`src/rtl/arb2_pkg.sv`:
```
// arb2_pkg: state encoding and source selectors shared by arb2_stream and mux2
package arb2_pkg;
  typedef enum logic [1:0] {IDLE = 2'd0, LOCK_1 = 2'd1, LOCK_2 = 2'd2} state_t;
  localparam logic SEL_IN_1 = 1'b0;
  localparam logic SEL_IN_2 = 1'b1;
endpackage

```
`src/rtl/arb2_stream_mux2.sv`:
```
// mux2: two-way payload selector steered by the arbiter grant
module mux2
  import arb2_pkg::*;
#(
  parameter int WIDTH = 16
) (
  input  logic [WIDTH-1:0] in_1,
  input  logic [WIDTH-1:0] in_2,
  input  logic             sel,
  output logic [WIDTH-1:0] out
);
  assign out = (sel == SEL_IN_2) ? in_2 : in_1;
endmodule

```
`src/rtl/arb2_stream.sv`:
```
// arb2_stream: packet-aware 2-input round-robin arbiter with a registered output stage; ARB2_STATS_EN adds saturating per-source packet counters
module arb2_stream
  import arb2_pkg::*;
#(
  parameter int WIDTH      = 16,
  parameter int STAT_WIDTH = 16
) (
  input  logic             clk,
  input  logic             rst,
  input  logic [WIDTH-1:0] in_1_data,
  input  logic             in_1_valid,
  input  logic             in_1_last,
  output logic             in_1_ready,
  input  logic [WIDTH-1:0] in_2_data,
  input  logic             in_2_valid,
  input  logic             in_2_last,
  output logic             in_2_ready,
  output logic [WIDTH-1:0] out_data,
  output logic             out_last,
  output logic             out_valid,
  input  logic             out_ready,
  output logic             sel
`ifdef ARB2_STATS_EN
  ,
  output logic [STAT_WIDTH-1:0] cnt_1,
  output logic [STAT_WIDTH-1:0] cnt_2
`endif
);
  state_t           r_state, w_state_nxt;
  logic             r_prio, r_out_valid, r_out_last, r_sel;
  logic [WIDTH-1:0] r_out_data, w_data;
  logic             w_load, w_gnt, w_gnt_valid, w_acc, w_last;

  if (STAT_WIDTH < 1) begin : g_bad_stat_width
    $error("STAT_WIDTH must be at least 1");
  end

  mux2 #(.WIDTH(WIDTH)) u_mux (
    .in_1(in_1_data),
    .in_2(in_2_data),
    .sel (w_gnt),
    .out (w_data)
  );

  // grant: an open packet keeps its source, otherwise the sole requester or prio on a tie
  always_comb begin
    w_load      = !r_out_valid || out_ready;
    w_gnt       = r_state == LOCK_1 ? SEL_IN_1 :
                  r_state == LOCK_2 ? SEL_IN_2 :
                  (in_1_valid && in_2_valid) ? r_prio :
                  (in_2_valid ? SEL_IN_2 : SEL_IN_1);
    w_gnt_valid = (w_gnt == SEL_IN_2) ? in_2_valid : in_1_valid;
    w_acc       = w_load && w_gnt_valid;
    w_last      = (w_gnt == SEL_IN_2) ? in_2_last : in_1_last;
    w_state_nxt = !w_acc ? r_state : w_last ? IDLE : (w_gnt == SEL_IN_2 ? LOCK_2 : LOCK_1);
    in_1_ready  = w_acc && w_gnt == SEL_IN_1;
    in_2_ready  = w_acc && w_gnt == SEL_IN_2;
  end

  // packet lock state and round-robin priority, flipped when a packet closes
  always_ff @(posedge clk) begin
    if (rst) begin
      r_state <= IDLE;
      r_prio  <= SEL_IN_1;
    end else begin
      r_state <= w_state_nxt;
      if (w_acc && w_last) r_prio <= !w_gnt;
    end
  end

  // output stage: load on accept, drop valid once drained, otherwise hold
  always_ff @(posedge clk) begin
    if (rst) begin
      r_out_valid <= 1'b0;
      r_out_data  <= '0;
      r_out_last  <= 1'b0;
      r_sel       <= SEL_IN_1;
    end else if (w_acc) begin
      r_out_valid <= 1'b1;
      r_out_data  <= w_data;
      r_out_last  <= w_last;
      r_sel       <= w_gnt;
    end else if (out_ready) begin
      r_out_valid <= 1'b0;
    end
  end

  assign out_valid = r_out_valid;
  assign out_data  = r_out_data;
  assign out_last  = r_out_last;
  assign sel       = r_sel;

`ifdef ARB2_STATS_EN
  logic [STAT_WIDTH-1:0] r_cnt_1, r_cnt_2;

  // completed-packet counters per source, saturating at all-ones
  always_ff @(posedge clk) begin
    if (rst) begin
      r_cnt_1 <= '0;
      r_cnt_2 <= '0;
    end else if (w_acc && w_last) begin
      if (w_gnt == SEL_IN_1 && r_cnt_1 != '1) r_cnt_1 <= r_cnt_1 + 1'b1;
      if (w_gnt == SEL_IN_2 && r_cnt_2 != '1) r_cnt_2 <= r_cnt_2 + 1'b1;
    end
  end

  assign cnt_1 = r_cnt_1;
  assign cnt_2 = r_cnt_2;
`endif
endmodule

```
`config.mk`:
```
export PLATFORM = sky130hd
export DESIGN_NAME = arb2_stream
export DESIGN_NICKNAME = d
export VERILOG_FILES = /design/src/rtl/arb2_pkg.sv /design/src/rtl/arb2_stream_mux2.sv /design/src/rtl/arb2_stream.sv
export SDC_FILE = /design/constraint.sdc
export NUM_CORES = 1
export LEC_CHECK = 0
export ABC_AREA = 1
export CAP_MARGIN = 20
export CORE_ASPECT_RATIO = 1.2
export CORE_MARGIN = 2
export CORE_UTILIZATION = 30
export CTS_CLUSTER_DIAMETER = 80
export DETAILED_ROUTE_END_ITERATION = 12
export SETUP_SLACK_MARGIN = 0.02
export SYNTH_ARGS = -nofsm -noshare
export SYNTH_HDL_FRONTEND = slang
export SYNTH_SLANG_ARGS = --single-unit
export TNS_END_PERCENT = 5
```
`constraint.sdc`:
```
create_clock -name clk -period 3.7 [get_ports clk]
set_input_delay 0.74 -clock clk [delete_from_list [all_inputs] [get_ports clk]]
set_output_delay 0.74 -clock clk [all_outputs]
set_load 0.02 [all_outputs]
```
==> out/metrics.csv <==
metric,value,unit
status,completed,
num_vias,1179,
place_congestion,0.7905,
initial_core_util,31.37,%
post-route-drc-count,0,
post_cts_buffers,0,
synth_cells,168,
period_share,85.65,%
drv_slew,0,
rows,24,
clk_latency,260,ps
vdd.ir_drop.worst,181.2,uV
final_common_cell,nand2_1,
synth_cell_types,23,
routedWlPerCell,10.28,um
die_w,60.27,um
worst_ep_required_time,2960,ps
worst_ep_arrival_time,2430,ps
final_util,49.66,%
seq_area,440.4,um2
hold_viol_final,0,
pre_cts_ws,525.5,ps
grt_max_degree,22,
grt_pass1_vias,1107,
drt_pass1_iterations,4,
boundaryPins,60,
htree_levels,1,
rrSetupSlack,2020,ps
drt_iter0_drc,29,
core_area,0.003633,mm2
whs,464.1,ps
tritoncts,done,
grt_overflow,0,
fmax,0.3156,GHz
synth-seq-cells,22,
drive_above_1_share,9.735,%
cap_violations,0,
max_slew_margin,79.56,%
antenna_found_initial,0,
io_buffers,59,
setup_viol,0,
yosysSeqAreaShare,38.64,%
num_antenna_cells,0,
p_leak,0.7738,nW
dpl.hpwl,2177,um
clk_pin_slew,70,ps
crit_type,input pin to output port,
worst_pin_slew,306.2,ps
multi_input_comb_area,596.8,um2
crit_path_end_kind,output port,
fill_cells,384,
grt_pass1_wl,4692,um
layout_min_cycle_time,3169,ps
postCtsResizedCells,0,
syn_area,0.001140,mm2
p_per_area,435.7,mW/mm2
cts_hold_buf,0,
fin_ws,531.0,ps
viasPerCell,4.241,
die-area,0.004311,mm2
rsz0062_at_grt,false,
min_path_type,flip-flop to flip-flop,
power.total,0.7860,mW
cts_root_buf,clkbuf_8,
ant_nets,0,
clockBufferDepth,2,
syn_to_final_growth,58.29,%
final_nets,266,
critPathMaxFanout,10,
grt.total_usage,14.09,%
yosys_warnings,0,
wirelength,2858,um
syn_nets,207,
die_y,71.53,um
tns,0,ps
numCtsBuffers,3,
start_kind,input pin,
synth.avg_cell_area,6.785,um2
skew,5.107,ps
cts_sinks,22,
layout_common_cells,"nand2_1, clkdlybuf4s50_1, dfxtp_1",
registers in the layout (all words and copies together) (netlist names):
register,count
sel,1
out_data,16
out_last,1
out_valid,1
r_state,2
r_prio,1
final timing paths:
check	startpoint	depth (start not counted)	end
min	out_data[6]	2	out_data[6]
min reg2reg	out_data[6]	2	out_data[6]
max	in_1_valid	8	in_1_ready
max reg2reg	r_prio	12	r_prio
power by group:
group          switching (mW)  internal [mW]
combinational           0.178          0.149
clock                  0.0758         0.0947
sequential             0.0174          0.271
total                   0.271          0.515
Yosys cell counts (all sizes together):
cell type	n	area, um2
inv	8	30.03
o21ai	3	15.01
clkbuf	2	7.510
nor2	6	41.29
clkinv	1	3.750
nand3	3	45.04
nand2	94	367.8
buf	6	61.30
or2	1	8.760
a21oi	21	112.6
dfxtp	22	440.4
nand4	1	6.260
cell families after synthesis:
family / after synthesis / share of synthesized area (%)
compound gates: 24 / 11.20
buf+inv: 17 / 9.000
flops: 22 / 38.64
simple gates: 105 / 41.16
per-stage QoR:
step	instance area [um2]	std cells
after floorplan	1140	168
after global placement	1749	274
after detailed placement	1749	274
after CTS	1804	278
after global routing	1804	278
final	1804	278
final cells by class:
| type | instances | share of cell area, % |
|---|---|---|
| multi-input cells | 129 | 33.08 |
| inverters | 9 | 1.872 |
| clock buffers | 4 | 3.051 |
| repair buffers | 62 | 33.98 |
| well taps | 52 | 3.606 |
| flip-flops and latches | 22 | 24.41 |
layer usage:
layer / track usage [%] / part of all wire [%] / vias up
met5: 0 / 0 / -
met4: 4.444 / 0.84 / 0
met3: 3.610 / 7.3 / 2
met2: 25.48 / 51 / 38
met1: 15.62 / 41 / 499
li1: - / - / 640
worst max-delay path: stages:
cell,delay (ps)
clkdlybuf4s50_1,500
nand2_1,90
nand2_1,60
nand2_1,50
nand2_2,170
nand4_1,130
clkinv_1,90
clkdlybuf4s50_1,600
No activity file was read; power rests on OpenSTA's default activity.
